### src/rtl/uart_tx_fifo_drain_pkg.sv
// uart_tx_fifo_drain_pkg
//   Shared UART definitions: transmitter FSM state encoding, frame-length
//   constants and a helper returning the total frame length in bit clocks.
//   No ports (package).
package uart_tx_fifo_drain_pkg;

    typedef enum logic [2:0] {
        ST_IDLE   = 3'd0,
        ST_START  = 3'd1,
        ST_DATA   = 3'd2,
        ST_PARITY = 3'd3,
        ST_STOP   = 3'd4
    } tx_state_e;

    // Start + stop bits framing every word, plus the optional parity bit.
    localparam int unsigned FRAME_OVERHEAD_BITS = 2;
    localparam int unsigned PARITY_BITS         = 1;

    function automatic int unsigned frame_len(input int unsigned data_width,
                                              input logic        par_en);
        return FRAME_OVERHEAD_BITS + data_width + (par_en ? PARITY_BITS : 0);
    endfunction

endpackage

### src/rtl/uart_tx_fifo_drain_if.sv
// uart_tx_fifo_drain_if
//   Groups the FIFO read side, the frame configuration and the serial line
//   of the transmitter.
//   Signals:
//     i_EMPTY    FIFO empty flag              (FIFO -> tx)
//     i_RD_DATA  FIFO head word               (FIFO -> tx)
//     o_R_INC    FIFO pop strobe              (tx -> FIFO)
//     i_PAR_EN   append parity bit            (cfg -> tx)
//     i_PAR_TYP  0 = even, 1 = odd parity     (cfg -> tx)
//     o_TX       serial line, idle high       (tx -> line)
//     o_BUSY     frame in progress            (tx -> cfg)
//   Modports: slave = transmitter, master = FIFO/config/line side.
interface uart_tx_fifo_drain_if #(
    parameter int DATA_WIDTH = 8
);
    logic                  i_EMPTY;
    logic [DATA_WIDTH-1:0] i_RD_DATA;
    logic                  o_R_INC;
    logic                  i_PAR_EN;
    logic                  i_PAR_TYP;
    logic                  o_TX;
    logic                  o_BUSY;

    modport slave (
        input  i_EMPTY, i_RD_DATA, i_PAR_EN, i_PAR_TYP,
        output o_R_INC, o_TX, o_BUSY
    );

    modport master (
        output i_EMPTY, i_RD_DATA, i_PAR_EN, i_PAR_TYP,
        input  o_R_INC, o_TX, o_BUSY
    );
endinterface

### src/rtl/uart_tx_fifo_drain_parity.sv
// uart_parity_calc
//   Combinational parity generator shared by the UART transmit and receive
//   paths.
//   Ports:
//     data     word to protect
//     par_typ  0 = even parity, 1 = odd parity
//     parity   resulting parity bit
module uart_parity_calc #(
    parameter int DATA_WIDTH = 8
) (
    input  logic [DATA_WIDTH-1:0] data,
    input  logic                  par_typ,
    output logic                  parity
);
    assign parity = (^data) ^ par_typ;
endmodule

### src/rtl/uart_tx_fifo_drain.sv
// uart_tx_fifo_drain
//   Pops words from a same-clock FIFO and serializes them as UART frames,
//   one bit per i_CLK cycle: start, DATA_WIDTH data bits LSB first, optional
//   parity, stop. A non-empty FIFO in STOP is popped immediately so frames
//   run back to back.
//   Ports:
//     i_CLK  bit clock
//     i_RST  asynchronous active-high reset
//     bus    uart_tx_fifo_drain_if.slave (FIFO read side, config, serial line)
module uart_tx_fifo_drain
    import uart_tx_fifo_drain_pkg::*;
#(
    parameter int DATA_WIDTH = 8
) (
    input  logic                  i_CLK,
    input  logic                  i_RST,
    uart_tx_fifo_drain_if.slave   bus
);
    localparam int unsigned     CNT_W    = (DATA_WIDTH > 1) ? $clog2(DATA_WIDTH) : 1;
    localparam logic [CNT_W-1:0] LAST_BIT = CNT_W'(DATA_WIDTH - 1);

    tx_state_e             state, state_next;
    logic [CNT_W-1:0]      bit_cnt;
    logic [DATA_WIDTH-1:0] shift_q, shift_nx;
    logic                  par_en_q, par_bit_q, par_bit_calc;
    logic                  pop, tx_q, tx_next;

    uart_parity_calc #(.DATA_WIDTH(DATA_WIDTH)) u_parity (
        .data    (bus.i_RD_DATA),
        .par_typ (bus.i_PAR_TYP),
        .parity  (par_bit_calc)
    );

    assign shift_nx = shift_q >> 1;

    always_comb begin
        // Gated by reset so no pop is issued while the FSM is held in IDLE.
        pop        = !i_RST && !bus.i_EMPTY &&
                     (state == ST_IDLE || state == ST_STOP);
        state_next = state;
        case (state)
            ST_IDLE:   if (pop) state_next = ST_START;
            ST_START:  state_next = ST_DATA;
            ST_DATA:   if (bit_cnt == LAST_BIT)
                           state_next = par_en_q ? ST_PARITY : ST_STOP;
            ST_PARITY: state_next = ST_STOP;
            ST_STOP:   state_next = pop ? ST_START : ST_IDLE;
            default:   state_next = ST_IDLE;
        endcase

        // o_TX is registered, so it is computed from the state being entered.
        // Leaving START shows bit 0 of the freshly loaded word; within DATA the
        // register shifts each cycle, so the next bit is the post-shift LSB.
        tx_next = 1'b1;
        case (state_next)
            ST_START:  tx_next = 1'b0;
            ST_DATA:   tx_next = (state == ST_START) ? shift_q[0] : shift_nx[0];
            ST_PARITY: tx_next = par_bit_q;
            default:   tx_next = 1'b1;
        endcase
    end

    always_ff @(posedge i_CLK or posedge i_RST) begin
        if (i_RST) begin
            state <= ST_IDLE;
            tx_q  <= 1'b1;
        end else begin
            state <= state_next;
            tx_q  <= tx_next;
        end
    end

    always_ff @(posedge i_CLK or posedge i_RST) begin
        if (i_RST) begin
            shift_q   <= '0;
            par_en_q  <= 1'b0;
            par_bit_q <= 1'b0;
            bit_cnt   <= '0;
        end else begin
            if (pop) begin
                shift_q   <= bus.i_RD_DATA;
                par_en_q  <= bus.i_PAR_EN;
                par_bit_q <= par_bit_calc;
            end else if (state == ST_DATA) begin
                shift_q   <= shift_nx;
            end

            if (state == ST_START)
                bit_cnt <= '0;
            else if (state == ST_DATA)
                bit_cnt <= bit_cnt + 1'b1;
        end
    end

    assign bus.o_R_INC = pop;
    assign bus.o_TX    = tx_q;
    assign bus.o_BUSY  = (state != ST_IDLE);

endmodule

### src/flat_wrapper.sv
// flat-port wrapper written by rule: the top's interface ports become plain ports
module uart_tx_fifo_drain_flat import uart_tx_fifo_drain_pkg::*;
#(
    parameter int DATA_WIDTH = 8
)
  (i_CLK, i_RST, bus_i_EMPTY, bus_i_RD_DATA, bus_i_PAR_EN, bus_i_PAR_TYP, bus_o_R_INC, bus_o_TX, bus_o_BUSY);
  uart_tx_fifo_drain_if #(.DATA_WIDTH(DATA_WIDTH)) bus_i ();
  input  logic i_CLK;
  input  logic i_RST;
  input wire logic [$bits(bus_i.i_EMPTY)-1:0] bus_i_EMPTY;
  input wire logic [$bits(bus_i.i_RD_DATA)-1:0] bus_i_RD_DATA;
  input wire logic [$bits(bus_i.i_PAR_EN)-1:0] bus_i_PAR_EN;
  input wire logic [$bits(bus_i.i_PAR_TYP)-1:0] bus_i_PAR_TYP;
  output wire logic [$bits(bus_i.o_R_INC)-1:0] bus_o_R_INC;
  output wire logic [$bits(bus_i.o_TX)-1:0] bus_o_TX;
  output wire logic [$bits(bus_i.o_BUSY)-1:0] bus_o_BUSY;
  assign bus_i.i_EMPTY = bus_i_EMPTY;
  assign bus_i.i_RD_DATA = bus_i_RD_DATA;
  assign bus_i.i_PAR_EN = bus_i_PAR_EN;
  assign bus_i.i_PAR_TYP = bus_i_PAR_TYP;
  assign bus_o_R_INC = bus_i.o_R_INC;
  assign bus_o_TX = bus_i.o_TX;
  assign bus_o_BUSY = bus_i.o_BUSY;
  uart_tx_fifo_drain #(.DATA_WIDTH(DATA_WIDTH)) u_core (.i_CLK(i_CLK), .i_RST(i_RST), .bus(bus_i));
endmodule
### config.mk
export PLATFORM = sky130hd
export DESIGN_NAME = uart_tx_fifo_drain_flat
export DESIGN_NICKNAME = d
export VERILOG_FILES = /design/src/rtl/uart_tx_fifo_drain_pkg.sv /design/src/rtl/uart_tx_fifo_drain_if.sv /design/src/rtl/uart_tx_fifo_drain_parity.sv /design/src/rtl/uart_tx_fifo_drain.sv /design/src/flat_wrapper.sv
export SDC_FILE = /design/constraint.sdc
export NUM_CORES = 1
export LEC_CHECK = 0
export ABC_AREA = 0
export ABC_CLOCK_PERIOD_IN_PS = 4550
export CAP_MARGIN = 20
export CORE_MARGIN = 5
export CORE_UTILIZATION = 45
export DETAILED_ROUTE_END_ITERATION = 10
export DONT_BUFFER_PORTS = 1
export PLACE_DENSITY = 0.56
export SETUP_SLACK_MARGIN = 0.02
export SLEW_MARGIN = 25
export SYNTH_ARGS = -nofsm -noshare
export SYNTH_HDL_FRONTEND = slang
export SYNTH_HIERARCHICAL = 1
export SYNTH_SLANG_ARGS = --single-unit
### constraint.sdc
create_clock -name i_CLK -period 4.55 [get_ports i_CLK]
set_input_delay 0.2275 -clock i_CLK [delete_from_list [all_inputs] [get_ports i_CLK]]
set_output_delay 0.2275 -clock i_CLK [all_outputs]
set_load 0.05 [all_outputs]
==> summary.txt, run 1 <==
Global route
  – Global-route wire length before repair: 3030 µm
  – M3 GR Usage: under 10%
  – Number of global-route vias before repair: between 600 and 700
  – Global route hottest layer: met2
  – Met1 Use GR: 17.1%
  – Global-route usage over all layers: around 12%
  – Largest net degree at the start of global routing: 20
  – Met2 Resource Use GR: 17.2%
  – Initial antenna violation count: 0
  – GRT Residual Overflow: 0

Critical path
  – Crit-path slowest cell: or3_2
  – CP max FO: 19
  – CP endpoint kind: output port
  – CP startpoint kind: flip-flop
  – Delay-heaviest family, CP: simple AND/OR/NAND/NOR gates
  – Slowest stage delay, CP: 760 ps
  – Crit path kind: flip-flop to output port
  – CP arrival: 1720 ps
  – Cells along the critical path: or3_2
  – Required time of the critical path: 4320 ps
  – Buf/Inv on CP: 0

STA
  – Final Cycle Share: a little over two fifths
  – Slew @ Worst Pin: roughly 800 ps
  – Setup violators final: 0
  – Fin Setup TNS: 0 ps
  – Clk_skew: between 2 and 2.5 ps
  – Final Hold Slack: 74.0 ps
  – RSZ-0062 raised after global routing: no
  – Max Slew Vio Count: 0
  – Relative slew slack: a little under half
  – Fmax: slightly above 500 MHz
  – Final min period: 1940 ps
  – Final hold violation count: 0

Drt
  – Iteration-0 DRC Markers: 15
  – Remaining DRCs: 0
  – Post-Route WL: 1690 µm
  – Drt first pass iters: 4
  – WL/cell: 14.9 µm
  – Via count: 621
  – ANT nets after route: 0
  – Drt via density: 5.50

Cells and area
  – Most frequent cells in the layout: dfrtp_1, nor2_1, o22a_1, nand2_1
  – Most common cell after layout, fill and taps aside: dfrtp_1
  – Core Util, Final: 49.5%
  – Diode count: 0
  – Final nets: 102
  – Area delta synth->final: 4.81%
  – Share of post-route cells with drive strength above 1: 18.6%

Yosys
  – Post-synthesis register bit count: 17
  – Cell variety after synth: 30
  – Mapped Nets: 100
  – Synth Instances: 85
  – Ys Warns: 6
  – Synth Cell Area: 936 µm²
  – Sequential share of the synthesized area: between 40% and 50%
  – Avg Inst Size Synth: ~11 µm²

Clocking
  – Num CTS Buffers: 3
  – Clock Path Buffers: 2
  – Clk_lat worst skew: about 280 ps
  – Clk slew on worst S/H paths: 90 ps
  – H-tree depth: 1
  – CTS tree: built
  – Setup bufs post-CTS: 0
  – Sinks on Clock Net: 17
  – Clock Tree Root: clkbuf_4

Place
  – Port buffer count: 0
  – Final GP Congestion: 0.716
  – Dpl hpwl: ~1300 µm

Die
  – Core ar.: 1980 µm²
  – Die X: 55.6 µm
  – Initial Util: between 40 and 50%
  – # rows: 16
  – Die area: 3090 µm²
  – Chip Height: 55.6 µm
  – Boundary Pins: 16

Pwr
  – Maximum VDD drop: 248 µV
  – Pleak: 0.408 nW
  – Pwr dens: 627 nW/µm²
  – Total power: around 600 µW

Hold path
  – Hold Path Class: input pin to flip-flop

Job
  – Max Cap Violations: 0

Run status
  – Status: complete, no violations
==> cell usage after synthesis <==
cell	number	area [µm²]
nand4b_1	1	8.76
nor4b_1	1	8.76
xor2_1	1	8.76
clkbuf_1	1	3.75
ha_1	2	25.0
or3_1	1	6.26
a211o_1	1	8.76
xnor2_1	4	35.0
nor2_8	1	20.0
nor2_1	7	26.3
buf_6	1	11.3
dfrtp_1	16	400
o22a_2	5	50.1
a21o_2	1	8.76
xnor2_2	1	16.3
mux2_2	1	11.3
or3_2	1	7.51
nand2_1	7	26.3
a21oi_1	5	25.0
buf_2	2	10.0
a211oi_1	1	7.51
a21oi_4	2	32.5
xnor3_1	1	22.5
a31o_1	1	8.76
inv_1	5	18.8
or2b_1	1	7.51
o21ai_0	5	25.0
a22oi_1	1	7.51
o22a_1	7	61.3
dfstp_2	1	26.3
==> timing repair <==
action,CTS,global route
hold endpoints to repair,16,0
hold buffers,1,0
gates resized for setup,0,0
==> cells by family after synthesis <==
kind of cell / after synthesis / synth area share [%]
fa+ha+maj: 2 / 2.67
buf+inv: 9 / 4.68
xor+xnor: 7 / 8.82
compound gates: 29 / 25.1
flops: 17 / 45.6
mux: 1 / 1.20
simple gates: 20 / 11.9
==> per-layer routing <==
metal / up-vias / share of wire, %
li1: 310 / -
met2: 10 / 44
met1: 299 / 50
met5: - / 0
met3: 2 / 5.7
met4: 0 / 0.65
==> per-stage QoR <==
step	setup slack [ps]	cells	area (µm²)
global placement	2670	108	945
finish	2610	113	981
CTS	2580	113	981
global route	2510	113	981
detailed placement	2650	108	945
floorplan	2900	85	936
==> flip-flops by register name, summed over array words and instances, names as in the netlist <==
| name | cells |
|---|---|
| u_core/shift_q | 8 |
| u_core/bit_cnt | 3 |
| u_core/state | 3 |
| u_core/bus.o_TX | 1 |
| u_core/par_bit_q | 1 |
| u_core/par_en_q | 1 |
==> cell type report <==
class,count,area (µm²)
Fill cell,178,1000
Multi-Input combinational cell,59,465
Sequential cell,17,427
Tap cell,27,33.8
Clock buffer,4,26.3
Inverter,5,18.8
Timing Repair Buffer,1,10.0
==> worst paths after layout <==
kind	from	end	slack, ps	cells past startpoint
setup reg to reg	u_core/state[1]	u_core/par_bit_q	2640	3
min in group asynchronous	i_RST	u_core/par_en_q	470	2
setup / recovery	u_core/state[0]	bus_o_BUSY	2610	1
max in group asynchronous	i_RST	u_core/shift_q[1]	3660	2
hold / removal	bus_i_RD_DATA[7]	u_core/shift_q[7]	70	2
hold reg to reg	u_core/bit_cnt[2]	u_core/bit_cnt[2]	520	2
==> power breakdown <==
part           switching, mW  internal (mW)  leakage (nW)
clock                 0.0430         0.0339        0.0150
sequential            0.0698          0.221         0.203
combinational          0.131          0.117         0.190
total                  0.244          0.372         0.408
Note: power is estimated with default switching activity, not from simulation.
==> run 2: changes to the inputs <==
- ABC_CLOCK_PERIOD_IN_PS: 4550 -> 1800
- clock period: 4.55 -> 1.8 ns (I/O delays scaled with it)
==> summary.txt, run 2 (synthesis results as in run 1) <==
Run status
  – Status: complete, no violations

Cells and area
  – Multi-input logic area: 470 µm² (+1.1%)
  – Fillers: 177 (-0.56%)
  – Final Cell Area: 1030 µm² (+5.0%)
  – Share of post-route cells with drive strength above 1: 23.1% (+4.5 points)
  – Top reg by flops: u_core/shift_q
  – Core Util, Final: 52.0% (+2.5 points)
  – Most common cell after layout, fill and taps aside: dfrtp_1
  – Final nets: 107 (+4.9%)
  – Max reg flops: 8 (unchanged)
  – Most frequent cells in the layout: dfrtp_1, nor2_1, o22a_1, nand2_1
  – FF/Latch Area: 427 µm² (unchanged)
  – Top flop regs: u_core/shift_q (8), u_core/bit_cnt (3), u_core/state (3)
  – Area delta synth->final: 10.0%
  – Diode count: 0 (unchanged)

Pwr
  – P_sw: 641 µW (+160%)
  – Pwr dens: 1560 nW/µm² (+150%)
  – Pleak: 0.436 nW (+6.9%)
  – Int Pwr: 964 µW (+160%)
  – Combinational share of power: 42.7% (+2.5 points)
  – Flop pwr share: 44.7% (-2.6 points)
  – Maximum VDD drop: 762 µV (+210%)
  – Total power: 1.61 mW (+160%)
  – Sw Share: 40.0% (+0.38 points)
  – Clk pwr share: 12.6% (about the same)

STA
  – Final min period: 1670 ps
  – Fin Setup TNS: 0 ps (unchanged)
  – Final Cycle Share: 92.9%
  – Final hold violation count: 0 (unchanged)
  – Max Slew Vio Count: 0 (unchanged)
  – Relative slew slack: 56.8% (+10 points)
  – Clk_skew: 2.54 ps (+0.272 ps)
  – Setup violators final: 0 (unchanged)
  – Fmax: about 600 MHz
  – Final Hold Slack: 46.0 ps (-28.1 ps)
  – RSZ-0062 raised after global routing: no
  – Slew @ Worst Pin: 648 ps (-156 ps)

Global route
  – GRT Residual Overflow: 0 (unchanged)
  – Global-route wire length before repair: 3330 µm (+10%)
  – Number of global-route vias before repair: 727 (+16%)
  – Global-route usage over all layers: 13.4% (+1.2 points)
  – Initial antenna violation count: 0 (unchanged)
  – Largest net degree at the start of global routing: 18 (-10%)

Die
  – Chip Height: 55.6 µm (unchanged)
  – # rows: 16 (unchanged)
  – Core ar.: 1980 µm² (unchanged)
  – Boundary Pins: 16 (unchanged)
  – Die area: 3090 µm² (unchanged)
  – Initial Util: 47.2% (unchanged)
  – Die X: 55.6 µm (unchanged)

Critical path
  – Buf/Inv on CP: 0 (unchanged)
  – Delay-heaviest family, CP: simple AND/OR/NAND/NOR gates
  – Slowest stage delay, CP: 710 ps (-50 ps)
  – Worst Reg2Reg Path Length in Cells: 5 (+2)
  – CP endpoint kind: output port
  – CP max FO: 10 (-9)
  – Required time of the critical path: 1710 ps (-2610 ps)
  – Crit path kind: flip-flop to output port
  – Levels on crit path: 1 (unchanged)
  – CP arrival: 1580 ps (-140 ps)
  – Crit-path slowest cell: or3_2
  – CP startpoint kind: flip-flop
  – Cells along the critical path: or3_2

Drt
  – Remaining DRCs: 0 (unchanged)
  – ANT nets after route: 0 (unchanged)
  – Post-Route WL: 1820 µm (+7.8%)
  – Via count: 649 (+4.5%)
  – Iteration-0 DRC Markers: 9 (-6)
  – Drt first pass iters: 4 (unchanged)
  – Drt via density: 5.50 (about the same)
  – WL/cell: 15.4 µm (+3.2%)

Clocking
  – Clock Path Buffers: 2 (unchanged)
  – Setup bufs post-CTS: 0 (unchanged)
  – Clk slew on worst S/H paths: 100 ps (about the same)
  – Sinks on Clock Net: 17 (unchanged)
  – Num CTS Buffers: 3 (unchanged)
  – CTS tree: built
  – Clock Tree Root: clkbuf_4
  – H-tree depth: 1 (unchanged)
  – Clk_lat worst skew: 290 ps (about the same)

Place
  – Dpl hpwl: 1350 µm (+4.3%)
  – Port buffer count: 0 (unchanged)
  – Final GP Congestion: 0.695 (-2.9%)
  – Post-place instance area: 967 µm² (+2.4%)

Hold path
  – Worst Hold Depth: 2 (unchanged)
  – Hold Path Class: input pin to flip-flop

Job
  – Max Cap Violations: 0 (unchanged)
[run 2: cell count changes in the layout (fill, tap and decap cells not counted)]
| cell | before | now |
|---|---|---|
| buf_4 | 0 | 3 |
| clkbuf_1 | 1 | 0 |
| clkinv_2 | 0 | 1 |
| dlygate4sd3_1 | 1 | 3 |
| or3_1 | 1 | 0 |
| or3_4 | 0 | 1 |
[run 2: worst register-to-register path: cells and delay by family (launching register included)]
kind	cells	cell delay [ps]
AO/OA/AOI/OAI	3	630
flip-flops	1	420
adder cells (fa/ha/maj)	2	430
[run 2: stage by stage]
stage	setup WS, ps	std cells
after floorplan	154	85
after global placement	201	111
after detailed placement	164	111
after CTS	103	118
after global routing	68.7	118
final	128	118
[run 2: repair_timing]
item | CTS | global route
hold buffers | 3 | 0
hold endpoints to repair | 18 | 0
gates resized for setup | 1 | 0
setup endpoints to repair | 1 | 0
[run 2: area by class of cell]
cell class                      instances  area share (%)
Clock buffer                            3            2.19
Clock inverter                          1           0.486
Inverter                                5            1.82
Multi-Input combinational cell         59            45.7
Sequential cell                        17            41.4
Tap cell                               27            3.28
Timing Repair Buffer                    6            5.10
[run 2: power by group through the flow]
| stage | registers (mW) | clock network, mW | logic (mW) |
|---|---|---|---|
| finish | 0.717 | 0.203 | 0.685 |
| global route | 0.740 | 0.234 | 0.766 |
| CTS | 0.717 | 0.218 | 0.690 |
| detailed placement | 0.724 | 0 | 0.681 |
| global placement | 0.719 | 0 | 0.673 |
| floorplan | 0.687 | 0 | 0.577 |
[run 2: layer usage]
| layer | up-vias | routed length [µm] | global-route usage (%) |
|---|---|---|---|
| li1 | 315 | - | - |
| met1 | 322 | 844 | 17.6 |
| met2 | 10 | 869 | 20.8 |
| met3 | 2 | 90 | 3.25 |
| met4 | 0 | 15 | 6.25 |
| met5 | - | 0 | 0 |
[run 2: final timing paths]
check,start,end,slack (ps)
setup / recovery,u_core/state[0],bus_o_BUSY,130
hold / removal,bus_i_RD_DATA[4],u_core/shift_q[4],50
setup reg to reg,u_core/bit_cnt[0],u_core/bus.o_TX,270
hold reg to reg,u_core/shift_q[6],u_core/shift_q[6],520
max in group asynchronous,i_RST,u_core/shift_q[5],1060
min in group asynchronous,i_RST,u_core/state[0],330
